===== src/rtl/input_sram_pkg.sv =====
// Shared types and constants for the input SRAM load controller.
package input_sram_pkg;

    localparam int PIX_W = 9;
    localparam int LANES = 10;

    typedef enum logic [2:0] {
        IDLE,
        LOAD,
        WRITE,
        SETTLE,
        ISSUE,
        RUN,
        DONE
    } ld_state_t;

    // Bit offset of a lane inside a packed column word.
    function automatic int lane_lsb(input int lane, input int pix_w);
        return lane * pix_w;
    endfunction

endpackage


===== src/rtl/input_pixel_packer.sv =====
// Collects LANES serial pixels into one staging word and flags it full until
// the controller consumes it.
module input_pixel_packer #(
    parameter int PIX_W = input_sram_pkg::PIX_W,
    parameter int LANES = input_sram_pkg::LANES
) (
    input  logic                   clk,
    input  logic                   rst_n,
    input  logic                   clear,
    input  logic                   consume,
    input  logic                   enable,
    input  logic                   pix_valid,
    input  logic [PIX_W-1:0]       pix_data,
    output logic                   pix_ready,
    output logic                   stage_full,
    output logic                   col_fetched,
    output logic [PIX_W*LANES-1:0] staging
);
    import input_sram_pkg::*;

    localparam int LC_W = (LANES > 1) ? $clog2(LANES) : 1;

    logic [LC_W-1:0] lane_cnt;
    logic            take;

    assign pix_ready   = enable & ~stage_full;
    assign take        = pix_valid & pix_ready;
    assign col_fetched = take & (lane_cnt == LC_W'(LANES - 1));

    always_ff @(posedge clk or negedge rst_n) begin
        if (!rst_n) begin
            lane_cnt   <= '0;
            stage_full <= 1'b0;
            staging    <= '0;
        end else if (clear) begin
            lane_cnt   <= '0;
            stage_full <= 1'b0;
        end else begin
            if (take) begin
                for (int k = 0; k < LANES; k++) begin
                    if (lane_cnt == LC_W'(k))
                        staging[lane_lsb(k, PIX_W) +: PIX_W] <= pix_data;
                end
                lane_cnt <= col_fetched ? '0 : lane_cnt + LC_W'(1);
            end
            // A word can never complete while full, so set and clear never collide.
            if (col_fetched)
                stage_full <= 1'b1;
            else if (consume)
                stage_full <= 1'b0;
        end
    end

endmodule


===== src/rtl/input_sram_load_ctrl.sv =====
// Frame sequencer: writes packed pixel columns into the input SRAM and hands
// each one to the MAC array, prefetching the next column meanwhile.
module input_sram_load_ctrl #(
    parameter  int PIX_W    = input_sram_pkg::PIX_W,
    parameter  int LANES    = input_sram_pkg::LANES,
    parameter  int NUM_COLS = 784,
    parameter  int SETTLE   = 1,
    localparam int COL_W    = (NUM_COLS > 1) ? $clog2(NUM_COLS) : 1
) (
    input  logic                   clk,
    input  logic                   rst_n,
    input  logic                   start,
    input  logic                   pix_valid,
    input  logic [PIX_W-1:0]       pix_data,
    output logic                   pix_ready,
    output logic                   sram_we,
    output logic [PIX_W*LANES-1:0] sram_data,
    output logic                   mac_start,
    input  logic                   mac_done,
    output logic [COL_W-1:0]       col_idx,
    output logic                   busy,
    output logic                   frame_done
);
    import input_sram_pkg::*;

    localparam int FC_W = $clog2(NUM_COLS + 1);
    localparam int ST_W = (SETTLE > 1) ? $clog2(SETTLE) : 1;

    ld_state_t       state, state_nxt;
    logic [COL_W-1:0] col_nxt;
    logic [FC_W-1:0] fetch_cnt;
    logic [ST_W-1:0] settle_cnt, settle_nxt;
    logic            busy_nxt;
    logic            clear;
    logic            stage_full;
    logic            col_fetched;
    logic            fetch_open;

    // Stop fetching once every column of the frame has been staged.
    assign fetch_open = busy & (fetch_cnt < FC_W'(NUM_COLS));

    input_pixel_packer #(
        .PIX_W (PIX_W),
        .LANES (LANES)
    ) u_packer (
        .clk         (clk),
        .rst_n       (rst_n),
        .clear       (clear),
        .consume     (sram_we),
        .enable      (fetch_open),
        .pix_valid   (pix_valid),
        .pix_data    (pix_data),
        .pix_ready   (pix_ready),
        .stage_full  (stage_full),
        .col_fetched (col_fetched),
        .staging     (sram_data)
    );

    always_comb begin
        state_nxt  = state;
        col_nxt    = col_idx;
        settle_nxt = settle_cnt;
        busy_nxt   = busy;
        clear      = 1'b0;
        sram_we    = 1'b0;
        mac_start  = 1'b0;
        frame_done = 1'b0;
        case (state)
            IDLE: begin
                if (start) begin
                    state_nxt = LOAD;
                    busy_nxt  = 1'b1;
                    col_nxt   = '0;
                    clear     = 1'b1;
                end
            end
            LOAD: begin
                if (stage_full)
                    state_nxt = WRITE;
            end
            WRITE: begin
                sram_we    = 1'b1;
                settle_nxt = '0;
                state_nxt  = (SETTLE == 0) ? ISSUE : input_sram_pkg::SETTLE;
            end
            input_sram_pkg::SETTLE: begin
                if (settle_cnt == ST_W'(SETTLE - 1))
                    state_nxt = ISSUE;
                else
                    settle_nxt = settle_cnt + ST_W'(1);
            end
            ISSUE: begin
                mac_start = 1'b1;
                state_nxt = RUN;
            end
            RUN: begin
                if (mac_done) begin
                    if (col_idx == COL_W'(NUM_COLS - 1)) begin
                        state_nxt = DONE;
                    end else begin
                        state_nxt = LOAD;
                        col_nxt   = col_idx + COL_W'(1);
                    end
                end
            end
            DONE: begin
                frame_done = 1'b1;
                busy_nxt   = 1'b0;
                state_nxt  = IDLE;
            end
            default: state_nxt = IDLE;
        endcase
    end

    always_ff @(posedge clk or negedge rst_n) begin
        if (!rst_n) begin
            state      <= IDLE;
            col_idx    <= '0;
            settle_cnt <= '0;
            busy       <= 1'b0;
            fetch_cnt  <= '0;
        end else begin
            state      <= state_nxt;
            col_idx    <= col_nxt;
            settle_cnt <= settle_nxt;
            busy       <= busy_nxt;
            if (clear)
                fetch_cnt <= '0;
            else if (col_fetched)
                fetch_cnt <= fetch_cnt + FC_W'(1);
        end
    end

endmodule

===== config.mk =====
export PLATFORM = sky130hd
export DESIGN_NAME = input_sram_load_ctrl
export DESIGN_NICKNAME = d
export VERILOG_FILES = /design/src/rtl/input_sram_pkg.sv /design/src/rtl/input_pixel_packer.sv /design/src/rtl/input_sram_load_ctrl.sv
export SDC_FILE = /design/constraint.sdc
export NUM_CORES = 1
export LEC_CHECK = 0
export BUFFER_PORTS_ARGS = -buffer_cell sky130_fd_sc_hd__buf_2
export CAP_MARGIN = 15
export CORE_MARGIN = 2
export CORE_UTILIZATION = 43
export CTS_CLUSTER_SIZE = 8
export DETAILED_ROUTE_END_ITERATION = 7
export PLACE_DENSITY = 0.73
export SETUP_SLACK_MARGIN = 0.5
export SLEW_MARGIN = 20
export SYNTH_ARGS = -nofsm -noshare
export SYNTH_HDL_FRONTEND = slang
export SYNTH_SLANG_ARGS = --single-unit

===== constraint.sdc =====
create_clock -name clk -period 2.35 [get_ports clk]
set_clock_uncertainty 0.15 [all_clocks]
set_input_delay 0.235 -clock clk [delete_from_list [all_inputs] [get_ports clk]]
set_output_delay 0.235 -clock clk [all_outputs]
set_load 0.01 [all_outputs]

==> flow_summary_export.csv, run 1 <==
group,metric,value,unit
sta,finalSetupViolations,53,
power_and_ir_drop,power_density,1280,nW/um2
clock_tree,clk-insertion-delay-late,0.41,ns
floorplanning,fp.dieArea,12900,um2
finish,postLayoutCoreUtil,0.633,
worst_setup_path,worst_ep_required_time,2.49,ns
logic_synthesis,synth_top_flop_cell,"dfrtp_1",
logic_synthesis,flop_and_latch_count_out_of_synthesis,119,
floorplanning,chipWidth,114,um
sta,setup_repair_after_global_routing_missed_its_margin,"yes",
sta,fmax,416,MHz
global_route,grt_first_pass_wirelength,20900,um
logic_synthesis,yosys_warnings,0,
logic_synthesis,synth.cell_area,5180,um2
floorplanning,design.core.area,11900,um2
logic_synthesis,syn_avg_cell_area,13.4,um2
global_route,track_usage,0.209,
detailed_routing,first_iter_violations,251,
sta,final_max_slew_viol_count,0,
worst_setup_path,cpLargestDelayFamily,"simple AND/OR/NAND/NOR gates",
clock_tree,cts_tree,"yes",
detailed_routing,routed-via-count,3955,
clock_tree,clockRootBuffer,"clkbuf_16",
worst_setup_path,crit_fanout,5,
global_route,first_global_vias,3990,
worst_setup_path,largest_stage_delay_worst_path,0.56,ns
logic_synthesis,yosys-top-cells-count,"dfrtp_1 (119), mux2_2 (90), nand2_1 (22)",
finish,multi_input_gate_area,2560,um2
worst_setup_path,end_kind,"flop",
clock_tree,tritoncts_num_sinks,119,
sta,final.setup.worst_slack,-0.0534,ns
power_and_ir_drop,p_leak,3.65,nW
worst_setup_path,critical_path_class,"reg -> reg",
worst_setup_path,r2r_cells,5,
logic_synthesis,yosysSeqAreaShare,0.575,
logic_synthesis,synth.most_common_cell,"dfrtp_1",
logic_synthesis,synth_top_area_frac,0.575,
logic_synthesis,syn-num-nets,407,
worst_setup_path,crit_chain,"or4_4 > a2111oi_4 > buf_4 > and3_2 > mux2_2",
detailed_routing,vias_per_cell,5.49,
logic_synthesis,number_of_flops_mapped_to_enable_cells_by_yosys,0,
floorplanning,floorplan.die.height,114,um
sta,max_slew.worst_pin.slew,0.449,ns
power_and_ir_drop,highest_ir_drop_seen_on_vdd,0.000565,V
finish,area_added_between_synthesis_and_finish,45.4,%
finish,regArea,2980,um2
finish,stdcell_area,7530,um2
logic_synthesis,syn_inst,387,
detailed_routing,first_pass_detailed_route_iteration_total,5,
sta,max_slew_margin,0.700,
finish,fill_cells,876,
clock_tree,clock_path_buffers,2,
worst_setup_path,crit_slowest_cell,"or4_4",
worst_setup_path,timing.critical_path.from_type,"flop",
sta,ratio_of_final_minimum_period_to_clock_period,1.02,
global_route,grt_antenna_before_repair,0,
flow_run,maxCapViolCount,0,
logic_synthesis,synth_area_leader_cell,"dfrtp_1",
clock_tree,cts.htree.levels,4,
logic_synthesis,synth.area.top_cells,"dfrtp_1 (57%), mux2_2 (20%), nand2_1 (1.6%)",
sta,finalHoldViolations,0,
logic_synthesis,netlist-cell-type-count,50,
clock_tree,cts-buffers-inserted,17,
sta,fin_crit,2.40,ns
clock_tree,worst_setup_hold_path_clk_slew,0.05,ns
finish,finalNetCount,579,
floorplanning,initial_core_util,0.435,
finish,drive_gt1_frac,0.614,
detailed_routing,final_antenna_net_count,0,
worst_setup_path,crit_arrival,2.55,ns
floorplanning,floorplan.rows,40,
outcome,result_of_the_run,"complete, but fails checks",
placed_design,globalplace.congestion,0.808,
logic_synthesis,synthArstFlopShare,1.00,
detailed_routing,drc,0,
min_path,hold-path-cell-count,4,
detailed_routing,finalWirelength,14400,um
outcome,violated_checks,"setup timing",
global_route,pin_count_of_the_biggest_net_entering_global_routing,51,
placed_design,port-buffer-count,118,
worst_setup_path,path_buf_inv,1,
worst_setup_path,number_of_gates_on_the_worst_path_with_buffers_counted,5,
placed_design,dp.final_hpwl,8510,um
min_path,hold_path.class,"in -> reg",
detailed_routing,wl_per_cell,20.0,um
global_route,grt_total_ovfl,0,
placed_design,dpl-instance-area,6160,um2
floorplanning,ios,119,
power breakdown:
part	total, W	switching, W	internal, W
combinational	0.00351	0.00164	0.00188
sequential	0.00339	0.000539	0.00285
clock	0.00277	0.000916	0.00185
total	0.00967	0.00309	0.00658
logic make-up (layout without fill, tap and decap cells):
group / Yosys count / in the layout / synth area share
AND/OR/NAND/NOR: 95 / 101 / 0.111
other: 0 / 1 / 0
multiplexers: 96 / 96 / 0.207
flip-flops: 119 / 119 / 0.575
buffers and inverters: 30 / 209 / 0.0384
adder cells (fa/ha/maj): 6 / 6 / 0.0145
XOR/XNOR: 5 / 5 / 0.00845
AO/OA/AOI/OAI: 36 / 36 / 0.0456
tightest hold or removal path: stages:
cell and delay, ns:
buf_2 0.11, nor2_1 0.04, nand2_1 0.05, and3_1 0.14
cell type report:
type	count	share of cell area
flip-flops and latches	119	0.396
multi-input cells	244	0.340
repair buffers	168	0.150
clock buffers	20	0.0619
well taps	147	0.0244
clock inverters	12	0.0231
inverters	9	0.00448
diodes	1	0.000332
layout by cell type, fill, tap and decap left out, drive strengths merged, types with 5 or more instances in the layout:
cell type,n
nor3,6
nand3,16
nor4,6
o21ai,12
ha,6
and3,13
buf,166
mux2,90
mux2i,6
or3,5
nor2,12
a21oi,11
inv,9
clkbuf,21
nand2,22
dfrtp,119
flip-flops by register name (all words and copies together) (netlist names):
name                 cells
u_packer.staging        90
col_idx                 10
fetch_cnt               10
u_packer.lane_cnt        4
state                    3
busy                     1
u_packer.stage_full      1
per-stage QoR:
step                hold WS, ns  std cells  setup slack [ns]  power [W]  TNS [ns]
detailed placement       0.0322        652           -0.0631    0.00628     -1.81
global route             0.0474        719            -0.115     0.0102     -5.86
floorplan                -0.211        387           -0.0910    0.00508     -4.14
global placement         0.0295        652           -0.0278    0.00615    -0.505
finish                   0.0620        720           -0.0534    0.00967     -1.55
CTS                      0.0417        696           -0.0371    0.00928     -1.14
metal layers:
metal  wire, um  track usage  vias to the layer above
met5          0            0                        -
met2       7150        0.345                      156
met1       6160        0.256                     2021
met3        799       0.0675                       24
met4        296       0.0837                        0
li1           -            -                     1754
repair_timing:
action                                  CTS  global route
hold buffers                              1             0
endpoints found under the setup margin  111           116
pin swaps                                11            21
cloned                                    1             7
endpoints found under the hold margin    74             0
setup buffers                            10            16
resized for setup                        44            61
path summary, 6_finish.rpt:
check / from / endpoint / slack, ns
min in group asynchronous: rst_n / u_packer.staging[38] / 0.14
setup reg to reg: fetch_cnt[4] / u_packer.staging[32] / -0.05
hold / removal: start / state[0] / 0.06
max in group asynchronous: rst_n / u_packer.staging[11] / 1.23
setup / recovery: fetch_cnt[4] / u_packer.staging[32] / -0.05
hold reg to reg: u_packer.staging[12] / u_packer.staging[12] / 0.35
Power figures use the tool's default switching activity.
==> run 2, diff against run 1 <==
==> constraint.sdc (replaced) <==
create_clock -name clk -period 2.35 [get_ports clk]
set_clock_uncertainty 0.15 [all_clocks]
set_input_delay 0.5875 -clock clk [delete_from_list [all_inputs] [get_ports clk]]
set_output_delay 0.5875 -clock clk [all_outputs]
set_load 0.01 [all_outputs]
==> flow_summary_export.csv, run 2 (same netlist as run 1, synthesis figures left out) <==
group,metric,value,unit
outcome,violated_checks,"setup timing",
clock_tree,cts_tree,"yes",
finish,most_frequent_standard_cell_in_the_layout_excluding_fill_and_tap_cells,"buf_2",
finish,drive_gt1_frac,0.625,
floorplanning,floorplan.rows,40,
sta,finalSetupViolations,50,
clock_tree,cts.htree.levels,4,
sta,setup_repair_after_global_routing_missed_its_margin,"yes",
sta,finalHoldViolations,0,
placed_design,dp.final_hpwl,8350,um
floorplanning,fp.dieArea,12900,um2
sta,timing.hold.ws,0.0138,ns
finish,final_cell_mix,"buf_2 (117), dfrtp_1 (116), mux2_4 (60)",
power_and_ir_drop,p_leak,3.68,nW
flow_run,maxCapViolCount,0,
floorplanning,ios,119,
power_and_ir_drop,power_density,1250,nW/um2
detailed_routing,first_pass_detailed_route_iteration_total,4,
placed_design,place_worst_setup_slack,-0.0540,ns
detailed_routing,finalWirelength,13500,um
floorplanning,design.core.area,11900,um2
clock_tree,tritoncts_num_sinks,119,
worst_setup_path,timing.critical_path.from_type,"flop",
global_route,grt_first_pass_wirelength,20800,um
power_and_ir_drop,highest_ir_drop_seen_on_vdd,0.000626,V
worst_setup_path,critical_path_class,"reg -> reg",
detailed_routing,wl_per_cell,19.0,um
sta,finalSetupTns,-1.09,ns
detailed_routing,vias_per_cell,5.39,
worst_setup_path,crit_fanout,8,
sta,fin_crit,2.40,ns
floorplanning,chipWidth,114,um
clock_tree,clk-insertion-delay-late,0.41,ns
worst_setup_path,crit_arrival,2.54,ns
sta,ratio_of_final_minimum_period_to_clock_period,1.02,
finish,area_added_between_synthesis_and_finish,45.6,%
global_route,grt_antenna_before_repair,1,
finish,stdcell_area,7540,um2
clock_tree,holdBufCountCts,0,
floorplanning,floorplan.die.height,114,um
finish,largest_registers,"u_packer.staging (90), col_idx (10), fetch_cnt (10)",
global_route,track_usage,0.210,
power_and_ir_drop,power,0.00943,W
sta,fmax,417,MHz
worst_setup_path,end_kind,"flop",
finish,largest_register_ffs,90,
clock_tree,clock_path_buffers,2,
clock_tree,cts-buffers-inserted,17,
finish,finalNetCount,575,
sta,max_slew.worst_pin.slew,0.542,ns
detailed_routing,routed-via-count,3840,
finish,fill_cells,876,
sta,max_slew_margin,0.639,
global_route,grt_total_ovfl,0,
placed_design,dpl-instance-area,6170,um2
floorplanning,initial_core_util,0.435,
placed_design,globalplace.congestion,0.824,
min_path,hold_path.class,"in -> async",
global_route,pin_count_of_the_biggest_net_entering_global_routing,42,
placed_design,port-buffer-count,118,
finish,max_flop_register,"u_packer.staging",
outcome,result_of_the_run,"complete, but fails checks",
detailed_routing,drc,0,
clock_tree,worst_setup_hold_path_clk_slew,0.05,ns
finish,antennaDiodeCount,0,
sta,final_max_slew_viol_count,0,
global_route,first_global_vias,3923,
detailed_routing,first_iter_violations,254,
sta,final.setup.worst_slack,-0.0477,ns
worst_setup_path,worst_ep_required_time,2.49,ns
detailed_routing,final_antenna_net_count,0,
clock_tree,clockRootBuffer,"clkbuf_16",
==> run 2: changes by cell type in the layout (fill, tap and decap cells not counted), sizes merged <==
cell / change
clkinvlp: -3
buf: +2
diode: -1
and3: -4
dlygate4sd3: -1
clkinv: +2
bufinv: -1
nand3: -1
==> run 2: final cells by class <==
class | count | area, um2 | area share
clock buffer | 20 | 437 | 0.0579
clock inverter | 10 | 131 | 0.0174
inverter | 9 | 36.3 | 0.00481
multi-input combinational | 239 | 2610 | 0.346
sequential | 119 | 2980 | 0.395
tap | 147 | 184 | 0.0244
timing repair buffer | 169 | 1160 | 0.154
==> run 2: worst paths after layout <==
path / start / to / slack, ns / depth (start not counted)
max: fetch_cnt[5] / u_packer.staging[70] / -0.05 / 6
min: rst_n / u_packer.staging[83] / 0.01 / 1
max reg2reg: fetch_cnt[5] / u_packer.staging[70] / -0.05 / 6
min reg2reg: fetch_cnt[9] / fetch_cnt[9] / 0.35 / 1
max in group asynchronous: rst_n / col_idx[6] / 1.40 / 2
min in group clk: fetch_cnt[9] / fetch_cnt[9] / 0.35 / 1
==> run 2: routing by layer <==
metal / vias up / wire length (um) / GRT usage
met5: - / 13 / 0
met4: 2 / 158 / 0.0715
met3: 18 / 778 / 0.0755
met2: 121 / 6870 / 0.341
met1: 1967 / 5700 / 0.261
li1: 1732 / - / -
==> run 2: worst max-delay path, cell delays in order (launching register included) <==
cell and delay [ns]:
dfrtp_1 0.37, or4_4 0.58, a2111oi_4 0.33, buf_6 0.19, and3_4 0.22, clkbuf_16 0.15, mux2_4 0.29
==> run 2: stage by stage <==
step	instances	util
3_3_place_gp	653	0.518
5_1_grt	713	0.633
6_report	713	0.633
3_5_place_dp	653	0.518
2_1_floorplan	387	-
4_1_cts	708	0.606
==> run 2: repair_timing <==
item,CTS,global route
gates resized for setup,69,58
pin swaps,23,18
endpoints found under the setup margin,112,121
buffers inserted,22,4
gates cloned,3,1
==> run 2: report_power, final <==
part / switching [W] / internal (W)
sequential: 0.000544 / 0.00285
clock: 0.000854 / 0.00164
combinational: 0.00160 / 0.00195
total: 0.00299 / 0.00644
==> run 3, diff against run 2 <==
CORE_ASPECT_RATIO = 0.6   (was not set)
==> flow_summary_export.csv, run 3 (same netlist as run 1, synthesis figures left out) <==
group,metric,value,unit
outcome,violated_checks,"setup timing",
finish,antennaDiodeCount,0,
placed_design,port-buffer-count,118,
power_and_ir_drop,power_density,1250,nW/um2
finish,largest_registers,"u_packer.staging (90), col_idx (10), fetch_cnt (10)",
global_route,track_usage,0.232,
power_and_ir_drop,fraction_of_power_consumed_by_sequential_logic,0.347,
finish,largest_register_ffs,90,
worst_setup_path,cpLargestDelayFamily,"simple AND/OR/NAND/NOR gates",
detailed_routing,finalWirelength,15500,um
finish,area_added_between_synthesis_and_finish,50.6,%
sta,finalSetupTns,-1.85,ns
detailed_routing,final_antenna_net_count,0,
sta,timing.hold.ws,0.354,ns
worst_setup_path,crit_arrival,1.70,ns
detailed_routing,routed-via-count,4086,
sta,ratio_of_final_minimum_period_to_clock_period,1.04,
power_and_ir_drop,p_comb_frac,0.382,
worst_setup_path,critical_path_class,"reg -> out",
finish,drive_gt1_frac,0.639,
floorplanning,floorplan.die.height,89.0,um
clock_tree,cts_tree,"yes",
worst_setup_path,crit_slowest_cell,"or4_4",
detailed_routing,first_iter_violations,271,
min_path,hold_path.class,"reg -> reg",
worst_setup_path,path_buf_inv,1,
global_route,grt_total_ovfl,0,
outcome,result_of_the_run,"complete, but fails checks",
worst_setup_path,worst_ep_required_time,1.61,ns
finish,most_frequent_standard_cell_in_the_layout_excluding_fill_and_tap_cells,"dfrtp_1",
finish,final_cell_mix,"dfrtp_1 (116), buf_2 (114), mux2_4 (61)",
detailed_routing,first_pass_detailed_route_iteration_total,4,
global_route,grt_first_pass_wirelength,22700,um
power_and_ir_drop,switchingPower,0.00322,W
detailed_routing,wl_per_cell,20.6,um
worst_setup_path,ff2ff_setup_slack,-0.07,ns
floorplanning,chipWidth,146,um
worst_setup_path,timing.critical_path.from_type,"flop",
finish,finalNetCount,600,
placed_design,post-place-cells,672,
power_and_ir_drop,p_leak,3.82,nW
sta,final_max_slew_viol_count,0,
worst_setup_path,end_kind,"primary output",
worst_setup_path,crit_fanout,2,
clock_tree,tritoncts_num_sinks,119,
detailed_routing,drc,0,
clock_tree,cts.htree.levels,4,
placed_design,globalplace.congestion,0.871,
worst_setup_path,crit_chain,"or4_4 > a21oi_4 > buf_6",
finish,stdcell_count,752,
floorplanning,fp.dieArea,13000,um2
sta,fmax,410,MHz
global_route,first_global_vias,3985,
sta,max_slew_margin,0.695,
global_route,pin_count_of_the_biggest_net_entering_global_routing,46,
flow_run,maxCapViolCount,0,
floorplanning,ios,119,
sta,finalSetupViolations,49,
floorplanning,initial_core_util,0.450,
sta,fin_crit,2.44,ns
clock_tree,clockRootBuffer,"clkbuf_16",
power_and_ir_drop,power,0.00978,W
clock_tree,clock_path_buffers,2,
worst_setup_path,largest_stage_delay_worst_path,0.58,ns
global_route,grt_antenna_before_repair,0,
power_and_ir_drop,sw_frac,0.330,
power_and_ir_drop,p_clk_frac,0.272,
floorplanning,design.core.area,11500,um2
sta,setup_repair_after_global_routing_missed_its_margin,"yes",
sta,max_slew.worst_pin.slew,0.458,ns
power_and_ir_drop,cell_internal_pwr,0.00656,W
clock_tree,cts-buffers-inserted,17,
finish,max_flop_register,"u_packer.staging",
detailed_routing,vias_per_cell,5.43,
floorplanning,floorplan.rows,30,
sta,final.setup.worst_slack,-0.0864,ns
clock_tree,clk-insertion-delay-late,0.41,ns
power_and_ir_drop,highest_ir_drop_seen_on_vdd,0.000670,V
placed_design,place_worst_setup_slack,-0.0656,ns
clock_tree,worst_setup_hold_path_clk_slew,0.06,ns
placed_design,dp.final_hpwl,9310,um
sta,finalHoldViolations,0,
## run 3: cell types whose count changed in the layout (fill, tap and decap cells not counted), sizes merged
cell         delta
nand3           -1
inv             +3
dlygate4sd3     +1
buf            +24
and3            +2
clkbuf          -4
clkinvlp        +1
## run 3: final timing paths
path / to / start / cells past startpoint
max: pix_ready / fetch_cnt[6] / 3
min: u_packer.staging[17] / u_packer.staging[17] / 1
max reg2reg: u_packer.staging[7] / fetch_cnt[6] / 5
min reg2reg: u_packer.staging[17] / u_packer.staging[17] / 1
max in group asynchronous: u_packer.staging[1] / rst_n / 3
min in group asynchronous: u_packer.staging[75] / rst_n / 2
## run 3: what timing repair did
item | 4_1_cts | 5_1_grt
gates cloned | 2 | 1
gates resized for setup | 96 | 44
hold buffers | 1 | 0
endpoints found under the hold margin | 31 | 0
endpoints found under the setup margin | 115 | 122
buffers inserted | 28 | 17
pin swaps | 28 | 19
## run 3: per-layer routing
metal  vias to the layer above  wire length, um  global-route usage
li1                       1785                -                   -
met5                         -                0                   0
met4                         0              212              0.0749
met2                       163             7160               0.356
met1                      2117             6980               0.330
met3                        21             1100              0.0541
## run 3: power by group through the flow
stage          clock, W  sequential (W)  combinational [W]
3_5_place_dp          0         0.00336            0.00300
6_report        0.00266         0.00339            0.00373
4_1_cts         0.00268         0.00335            0.00354
3_3_place_gp          0         0.00332            0.00291
2_1_floorplan         0         0.00364            0.00144
5_1_grt         0.00277         0.00347            0.00396
## run 3: stage by stage
step / cell area [um2] / utilization
2_1_floorplan: 5340 / -
3_3_place_gp: 6210 / 0.539
3_5_place_dp: 6210 / 0.539
4_1_cts: 7500 / 0.651
5_1_grt: 7810 / 0.677
6_report: 7810 / 0.677
## run 3: layout make-up
class	count	area [um2]
fillers	794	3720
clock inverters	14	176
well taps	160	200
repair buffers	193	1370
flip-flops and latches	119	2980
clock buffers	17	425
multi-input cells	240	2620
inverters	9	38.8
